$ cat src/rtl/pim_addr_seq.sv
// Address sequencer for the PIM datapath: loads src/dst base registers, then walks them one element per ack.
// Optional busy-cycle counter is compiled in when PIM_SEQ_PERF_EN is defined.
module pim_addr_seq #(
    parameter int N     = 10,
    parameter int LEN_W = 8
) (
    input  logic             clk,
    input  logic             rst_n,
    input  logic             instr_valid,
    output logic             instr_ready,
    input  logic [1:0]       instr_op,
    input  logic [N-1:0]     instr_src,
    input  logic [N-1:0]     instr_dst,
    input  logic [LEN_W-1:0] instr_len,
    output logic [N-1:0]     src_d,
    output logic [N-1:0]     dst_d,
    output logic [N-1:0]     src_mov_in,
    output logic             src_pim_load,
    output logic             dst_pim_load,
    output logic             src_mov_load,
    output logic             src_update_load,
    output logic             dst_update_load,
    output logic             op_req,
    input  logic             op_ack,
    output logic [N-1:0]     op_src_addr,
    output logic [N-1:0]     op_dst_addr,
    output logic             busy,
    output logic             done,
    output logic             err_wrap,
`ifdef PIM_SEQ_PERF_EN
    output logic             err_op,
    output logic [15:0]      busy_cycles
`else
    output logic             err_op
`endif
);

    typedef enum logic [2:0] {
        IDLE  = 3'd0,
        LOAD  = 3'd1,
        ISSUE = 3'd2,
        STEP  = 3'd3,
        DONE  = 3'd4
    } state_t;

    localparam logic [1:0] OP_PIM = 2'b01;
    localparam logic [1:0] OP_MOV = 2'b10;
    localparam logic [1:0] OP_RSV = 2'b11;

    state_t           state;
    state_t           state_nxt;
    logic [1:0]       op_q;
    logic [N-1:0]     src_q;
    logic [N-1:0]     dst_q;
    logic [LEN_W-1:0] remaining;
    logic [N-1:0]     shadow_src;
    logic [N-1:0]     shadow_dst;
    logic             accept;
    logic             runs_elements;

    assign accept        = instr_valid && (state == IDLE);
    assign runs_elements = ((instr_op == OP_PIM) || (instr_op == OP_MOV)) && (instr_len != '0);

    // Register-side data is the captured instruction; it only changes on accept, so it is stable in LOAD.
    assign src_d       = src_q;
    assign dst_d       = dst_q;
    assign src_mov_in  = src_q;
    assign op_src_addr = shadow_src;
    assign op_dst_addr = shadow_dst;
    assign busy        = (state != IDLE);

    always_ff @(posedge clk or negedge rst_n) begin
        if (!rst_n) begin
            state <= IDLE;
        end else begin
            state <= state_nxt;
        end
    end

    always_comb begin
        state_nxt       = state;
        instr_ready     = 1'b0;
        src_pim_load    = 1'b0;
        dst_pim_load    = 1'b0;
        src_mov_load    = 1'b0;
        src_update_load = 1'b0;
        dst_update_load = 1'b0;
        op_req          = 1'b0;
        done            = 1'b0;
        case (state)
            IDLE: begin
                instr_ready = 1'b1;
                if (instr_valid) begin
                    state_nxt = runs_elements ? LOAD : DONE;
                end
            end
            LOAD: begin
                if (op_q == OP_PIM) begin
                    src_pim_load = 1'b1;
                    dst_pim_load = 1'b1;
                end else begin
                    src_mov_load = 1'b1;
                end
                state_nxt = ISSUE;
            end
            ISSUE: begin
                op_req = 1'b1;
                if (op_ack) begin
                    state_nxt = (remaining == LEN_W'(1)) ? DONE : STEP;
                end
            end
            STEP: begin
                src_update_load = 1'b1;
                dst_update_load = 1'b1;
                state_nxt       = ISSUE;
            end
            DONE: begin
                done      = 1'b1;
                state_nxt = IDLE;
            end
            default: state_nxt = IDLE;
        endcase
    end

    always_ff @(posedge clk or negedge rst_n) begin
        if (!rst_n) begin
            op_q       <= '0;
            src_q      <= '0;
            dst_q      <= '0;
            remaining  <= '0;
            shadow_src <= '0;
            shadow_dst <= '0;
            err_wrap   <= 1'b0;
            err_op     <= 1'b0;
        end else begin
            if (accept) begin
                op_q      <= instr_op;
                src_q     <= instr_src;
                dst_q     <= instr_dst;
                remaining <= instr_len;
                err_wrap  <= 1'b0;
                err_op    <= (instr_op == OP_RSV);
            end
            // MOV leaves the destination shadow alone so it continues from the previous instruction.
            if (state == LOAD) begin
                shadow_src <= src_q;
                if (op_q == OP_PIM) begin
                    shadow_dst <= dst_q;
                end
            end
            if ((state == ISSUE) && op_ack) begin
                remaining <= remaining - LEN_W'(1);
            end
            if (state == STEP) begin
                shadow_src <= shadow_src + N'(1);
                shadow_dst <= shadow_dst + N'(1);
                if ((&shadow_src) || (&shadow_dst)) begin
                    err_wrap <= 1'b1;
                end
            end
        end
    end

`ifdef PIM_SEQ_PERF_EN
    always_ff @(posedge clk or negedge rst_n) begin
        if (!rst_n) begin
            busy_cycles <= '0;
        end else if (accept) begin
            busy_cycles <= '0;
        end else if (busy && (busy_cycles != 16'hFFFF)) begin
            busy_cycles <= busy_cycles + 16'd1;
        end
    end
`endif

endmodule

$ cat config.mk
export PLATFORM = sky130hd
export DESIGN_NAME = pim_addr_seq
export DESIGN_NICKNAME = d
export VERILOG_FILES = /design/src/rtl/pim_addr_seq.sv
export SDC_FILE = /design/constraint.sdc
export NUM_CORES = 1
export LEC_CHECK = 0
export CORE_ASPECT_RATIO = 0.6
export CORE_MARGIN = 3
export CORE_UTILIZATION = 27
export CTS_BUF_LIST = sky130_fd_sc_hd__clkbuf_2
export CTS_CLUSTER_DIAMETER = 80
export CTS_CLUSTER_SIZE = 8
export DETAILED_ROUTE_END_ITERATION = 12
export PLACE_DENSITY = 0.53
export SLEW_MARGIN = 20
export SYNTH_ARGS = -nofsm -noshare
export SYNTH_HDL_FRONTEND = slang
export SYNTH_SLANG_ARGS = --single-unit
export TNS_END_PERCENT = 30
$ cat constraint.sdc
create_clock -name clk -period 1.7 [get_ports clk]
set_clock_uncertainty 0.1 [all_clocks]
set_input_delay 0.255 -clock clk [delete_from_list [all_inputs] [get_ports clk]]
set_output_delay 0.255 -clock clk [all_outputs]
set_load 0.01 [all_outputs]
==> summary.md, run 1 <==
| Metric | Value |
|---|---|
| GRT Total Usage | `0.161` |
| Crit-path leading delay family | `flip-flops` |
| Placed insts | `579` |
| Starting Density | `0.286` |
| WP data arrival | `approximately 1.6 ns` |
| Final Worst Setup Slack | `-0.277 ns` |
| Hold WC Path Type | `in -> async` |
| Root Driver | `clkbuf_2` |
| Clk slew on worst S/H paths | `between 0.3 and 0.4 ns` |
| # IOs | `95` |
| Post-synth EDFFs | `0` |
| Sequential share of power | `0.338` |
| Maxcap violations | `0` |
| Final Hold Violating Endpoints | `0` |
| CP Capture Type | `output pin` |
| Post-synthesis compound-gate area fraction | `0.150` |
| Simple-Gate Fraction of Synth Area | `0.263` |
| CP bufs+invs | `3` |
| PnR Total Power | `0.00661 W` |
| Post-DRT Antenna Nets | `0` |
| Die ar. | `~0.012 mm^2` |
| Largest net degree at the start of global routing | `56` |
| Die height | `86.4 um` |
| # setup viols final | `43` |
| Vias in the first global route | `about 3000` |
| Synth Area in XOR/XNOR | `0.00301` |
| Share of post-route cells with drive strength above 1 | `0.333` |
| Crit path kind | `reg -> out` |
| Clock latency on the worst-skew pair | `~0.5 ns` |
| TritonCTS clock tree | `built` |
| P_sw | `0.00278 W` |
| Die Wd | `between 100 and 150 um` |
| Seq/Total Area, Yosys | `0.474` |
| Element type at the critical path start | `register` |
| Setup crit end | `dst_pim_load` |
| Violated checks | `negative setup slack` |
| Relative slew margins | `0.708` |
| Critical path depth | `5` |
| Global-route wire length before repair | `15500 um` |
| Routed wire per std cell | `around 16 um` |
| Post-synth top area share | `0.474` |
| Placement row count | `28` |
| Adder-Cell Fraction of Synth Area | `0.0215` |
| Peak supply drop | `0.561 mV` |
| Synth Instances | `between 300 and 400` |
| Mapped Avg Cell Area | `8.78 um^2` |
| Final period utilization | `1.16` |
| Layout area overhead | `65.0%` |
| RD Place Congestion | `0.862` |
| Post-layout util | `0.472` |
| DR vias/cell | `4.84` |
| Cell Chain, Critical Path | `buf_6, nand4bb_4, nor2_4, buf_4, buf_6` |
| Actual slew at the worst max-slew pin | `0.434 ns` |
| Syn Std Cell Area | `between 0.002 and 0.003 mm^2` |
| Cell taking the most area after synthesis | `dfrtp_1` |
| Top FF cell, synth | `dfrtp_1` |
| Leakage Power | `2.23 nW` |
| Layout net count | `roughly 530` |
| CP max stage delay | `0.46 ns` |
| Status | `complete, but fails checks` |
| FF+latch count, synth | `55` |
| Reg-to-reg slack, setup | `-0.25 ns` |
| CTS Buffer Depth | `2` |
| RR Startpoint | `state[2]` |
| Core area | `between 0.01 and 0.015 mm^2` |
| Switching portion of total power | `0.420` |
| Crit path from | `state[2]` |
| Cell-internal power | `approximately 0.0038 W` |
| Port bufs | `94` |
| Initial antenna violation count | `0` |
| Placed Area | `0.00422 mm^2` |
| Overflow left after global routing | `0` |
| Largest family of logic cells by synthesized area | `simple AND/OR/NAND/NOR gates` |
| Period minus WS final | `1.98 ns` |
| Data required time of the worst path | `1.34 ns` |
| Fillers | `1012` |
| Clk sinks | `55` |
| Power density over the cells | `1380 mW/mm^2` |
| Yosys cell types | `45` |
| Ys async rst share | `1.00` |
| Clock power frac | `0.088` |
| DRC | `0` |
| Logic pwr share | `0.574` |
| Antenna diode count | `0` |
| Final std cells w/o fill | `628` |
| Final instance area | `0.00479 mm^2` |
| CP max-delay cell | `dfrtp_1` |
| DRT iter0 DRCs | `198` |
| R2R depth | `8` |
| Wirelength, routed | `9920 um` |
| CTS H-tree lvls | `2` |
| Vias | `3041` |
| DR pass1 iterations | `4` |
| Fmax | `506 MHz` |
| Post-DP HPWL | `6670 um` |
| Yosys warns | `0` |
| Multiplexer area fraction after synthesis | `0.0241` |
| Top cells by area, synth | `dfrtp_1, nand2_1, a21oi_1` |
| Most frequent CP cell | `buf_6` |
| TritonCTS buffer count | `5` |
| Final number of max-transition violations | `0` |
| RSZ-0062 raised after global routing | `true` |
| Synth Net Count | `370` |
| Critical-path maximum fanout | `2` |
| Reg-to-Reg End | `remaining[0]` |
## through the flow
step / worst slack (ns) / hold WS, ns / TNS [ns]
detailed placement: -0.171 / 0.186 / -5.31
CTS: -0.295 / 0.0667 / -4.30
floorplan: 0.0238 / -0.141 / 0
global route: -0.360 / 0.0472 / -8.66
global placement: -0.153 / 0.186 / -4.80
finish: -0.277 / 0.111 / -5.73
## power by group through the flow
stage          sequential (W)  clock, W  combinational, W
2_1_floorplan         0.00236         0           0.00151
3_3_place_gp          0.00234         0           0.00321
3_5_place_dp          0.00235         0           0.00325
4_1_cts               0.00221  0.000619           0.00355
5_1_grt               0.00231  0.000667           0.00412
6_report              0.00223  0.000581           0.00379
## layer usage
layer | share of wire | global-route usage | vias up | wire length (um)
met5 | 0 | 0 | - | 0
met4 | 0.0051 | 0.0299 | 0 | 51
met3 | 0.065 | 0.0369 | 5 | 645
met2 | 0.43 | 0.233 | 95 | 4300
met1 | 0.50 | 0.245 | 1457 | 4930
li1 | - | - | 1484 | -
## worst min-delay path by stage
| stage | start | to | slack (ns) |
|---|---|---|---|
| CTS | rst_n | dst_d[6] | 0.07 |
| global placement | rst_n | dst_d[8] | 0.19 |
| finish | rst_n | dst_d[6] | 0.11 |
| global route | rst_n | dst_d[6] | 0.05 |
| floorplan | rst_n | dst_d[0] | -0.14 |
| detailed placement | rst_n | dst_d[8] | 0.19 |
## layout by cell type, fill, tap and decap left out, types with 8 or more instances in the layout
| cell type | instances |
|---|---|
| clkbuf_2 | 15 |
| clkdlybuf4s15_1 | 22 |
| nand2_1 | 84 |
| dlygate4sd2_1 | 17 |
| a21oi_1 | 18 |
| nand3_1 | 11 |
| dfrtp_2 | 8 |
| nor2_1 | 11 |
| buf_4 | 73 |
| buf_6 | 13 |
| clkdlybuf4s50_1 | 32 |
| o22ai_1 | 12 |
| o21ai_0 | 12 |
| dfrtp_1 | 47 |
## Yosys cell counts (all sizes together) (2+ instances only)
cell type and instances:
a211oi 2, a21oi 18, a221o 2, a22oi 3
and3 3, and4 2, buf 21, clkbuf 6
dfrtp 55, ha 5, inv 7, mux2i 7
nand2 94, nand3 13, nand4 6, nand4bb 2
nor2 15, nor2b 3, nor3 7, nor3b 2
nor4 6, o211ai 2, o21ai 15, o22a 3
o22ai 12, o311ai 3, or4 4
## final cells by class
cell class	count	area, um^2	share of cell area
repair buffers	181	1590	0.332
inverters	7	28.8	0.00600
clock buffers	5	25.0	0.00522
well taps	135	169	0.0352
flip-flops and latches	55	1390	0.289
multi-input cells	242	1570	0.327
clock inverters	3	23.8	0.00496
## state kept, by name (all words and copies together) (netlist names)
| signal | flops |
|---|---|
| dst_d | 10 |
| err_op | 1 |
| err_wrap | 1 |
| op_dst_addr | 10 |
| op_q | 2 |
| op_src_addr | 10 |
| remaining | 8 |
| src_d | 10 |
| state | 3 |
## cell families (layout without fill, tap and decap cells)
logic type / after synthesis / after routing
AND/OR/NAND/NOR: 161 / 161
XOR/XNOR: 1 / 1
buffers and inverters: 34 / 196
multiplexers: 7 / 7
flip-flops: 55 / 55
AO/OA/AOI/OAI: 68 / 68
adder cells (fa/ha/maj): 5 / 5
## worst min-delay path, cell delays in order
cell and delay [ns]:
dlygate4sd3_1 0.51, buf_2 0.12, buf_12 0.28
## what timing repair did
action,4_1_cts,5_1_grt
hold endpoints to repair,55,0
gates cloned,0,2
gates resized for setup,138,84
setup endpoints to repair,94,84
hold buffers,1,0
setup buffers,33,5
pin swaps,11,9
Power figures use the tool's default switching activity.
==> inputs of run 2 (changes only) <==
PLACE_DENSITY = 0.52   (was 0.53)
==> summary.md, run 2 (synthesis results as in run 1) <==
| Metric | Value |
|---|---|
| Placed insts | `580` |
| CP Capture Type | `output pin` |
| Wirelength, routed | `9440 um` |
| Vias in the first global route | `2861` |
| Most common cell after layout, fill and taps aside | `nand2_1` |
| Final Worst Setup Slack | `-0.212 ns` |
| Post-DP HPWL | `approximately 6700 um` |
| Period minus WS final | `1.91 ns` |
| Clk sinks | `55` |
| Port bufs | `94` |
| TritonCTS clock tree | `built` |
| Final number of max-transition violations | `0` |
| Starting Density | `0.286` |
| CP max stage delay | `0.46 ns` |
| Cell Chain, Critical Path | `buf_4, buf_4, nand3b_4, inv_4, buf_6` |
| R2R depth | `7` |
| Reg-to-reg slack, setup | `-0.21 ns` |
| DRC | `0` |
| Layout area overhead | `62.8%` |
| Initial antenna violation count | `0` |
| CTS Buffer Depth | `2` |
| Crit path kind | `reg -> out` |
| RD Place Congestion | `0.836` |
| Placement row count | `28` |
| Reg-to-Reg End | `remaining[7]` |
| DRT iter0 DRCs | `225` |
| Element type at the critical path start | `register` |
| Layout net count | `between 500 and 600` |
| RR Startpoint | `state[2]` |
| Most frequent cells in the layout | `nand2_1, buf_4, dfrtp_1` |
| Final std cells w/o fill | `approximately 620` |
| Core area | `between 0.01 and 0.015 mm^2` |
| Hold WC Path Type | `in -> async` |
| Die height | `86.4 um` |
| Leakage Power | `2.21 nW` |
| TritonCTS buffer count | `5` |
| Root Driver | `clkbuf_2` |
| Maxcap violations | `0` |
| Fillers | `1011` |
| Vias | `a little under 3000` |
| # setup viols final | `41` |
| Actual slew at the worst max-slew pin | `~0.41 ns` |
| Die Wd | `140 um` |
| Post-DRT Antenna Nets | `0` |
| CTS H-tree lvls | `2` |
| DR vias/cell | `4.84` |
| Global-route wire length before repair | `approximately 15000 um` |
| RSZ-0062 raised after global routing | `true` |
| Share of post-route cells with drive strength above 1 | `0.295` |
| Data required time of the worst path | `1.34 ns` |
| WP data arrival | `1.56 ns` |
| Status | `complete, but fails checks` |
| Fmax | `523 MHz` |
| GRT Total Usage | `0.156` |
| DR pass1 iterations | `4` |
| Overflow left after global routing | `0` |
| Peak supply drop | `0.457 mV` |
| Relative slew margins | `0.722` |
| Largest net degree at the start of global routing | `56` |
| # IOs | `95` |
| Die ar. | `0.0121 mm^2` |
| Violated checks | `negative setup slack` |
| Critical-path maximum fanout | `3` |
| Clk slew on worst S/H paths | `0.31 ns` |
| Routed wire per std cell | `15.3 um` |
| Power density over the cells | `1420 mW/mm^2` |
| Most frequent CP cell | `buf_4` |
| CP max-delay cell | `dfrtp_1` |
| PnR Total Power | `0.00674 W` |
| Final period utilization | `1.12` |
| Final Hold Violating Endpoints | `0` |
| Post-layout util | `0.466` |
| Clock latency on the worst-skew pair | `0.47 ns` |
==> run 2: changes by cell type in the layout (fill, tap and decap cells not counted), sizes merged <==
| cell | delta |
|---|---|
| diode | +1 |
| inv | -1 |
| clkinvlp | -1 |
| buf | -11 |
| clkbuf | -11 |
| dlygate4sd2 | +21 |
| bufinv | +2 |
| clkdlybuf4s15 | -11 |
==> run 2: layer usage <==
layer | wire [um] | global-route usage
met4 | 38 | 0.0237
met3 | 514 | 0.0342
met2 | 3890 | 0.225
met1 | 5000 | 0.244
met5 | 0 | 0
==> run 2: area by class of cell <==
type / count / area (um^2) / share of cell area
multi-input cells: 242 / 1550 / 0.328
repair buffers: 169 / 1500 / 0.317
flip-flops and latches: 55 / 1390 / 0.293
well taps: 135 / 169 / 0.0357
clock inverters: 3 / 67.6 / 0.0143
inverters: 7 / 28.8 / 0.00608
clock buffers: 5 / 25.0 / 0.00529
diodes: 1 / 2.50 / 0.000529
==> run 2: critical path: cells and delay by family (launching register included) <==
kind | cells | cell delay (ns)
flip-flops | 1 | 0.46
AND/OR/NAND/NOR | 1 | 0.17
buffers and inverters | 4 | 0.47
==> run 2: through the flow <==
stage	area [um^2]	hold WS, ns	setup TNS (ns)	worst slack, ns
5_1_grt	4730	0.103	-7.58	-0.310
4_1_cts	4600	0.122	-3.58	-0.239
6_report	4730	0.145	-3.63	-0.212
3_3_place_gp	4240	0.186	-3.97	-0.158
3_5_place_dp	4240	0.179	-4.65	-0.192
2_1_floorplan	2910	-0.141	0	0.0238
==> run 2: how the worst max path moves through the flow <==
| stage | from | end | slack (ns) | cells after the start |
|---|---|---|---|---|
| after floorplan | state[1] | done | 0.02 | 4 |
| after global placement | op_ack | remaining[7] | -0.16 | 5 |
| after detailed placement | op_ack | remaining[7] | -0.19 | 5 |
| after CTS | state[2] | src_update_load | -0.24 | 5 |
| after global routing | state[2] | dst_update_load | -0.31 | 5 |
| final | state[2] | src_update_load | -0.21 | 5 |
==> run 2: timing repair <==
action	in CTS	in global routing
resized for setup	142	43
gates cloned	0	0
pin swaps	10	10
setup endpoints to repair	78	71
hold buffers	1	0
endpoints found under the hold margin	55	0
buffers inserted	28	4
==> run 2: report_power, final <==
| part | switching (W) | total, W | internal (W) | leakage (nW) |
|---|---|---|---|---|
| clock network | 0.000450 | 0.000843 | 0.000393 | 0.0492 |
| registers | 0.000433 | 0.00222 | 0.00179 | 0.669 |
| logic | 0.00182 | 0.00368 | 0.00185 | 1.49 |
==> inputs of run 3 (changes only) <==
CAP_MARGIN = 20   (was default)
SLEW_MARGIN = default   (was 20)
==> results of run 3 <==
No change in the layout: final DEF, timing and power equal those of run 2.
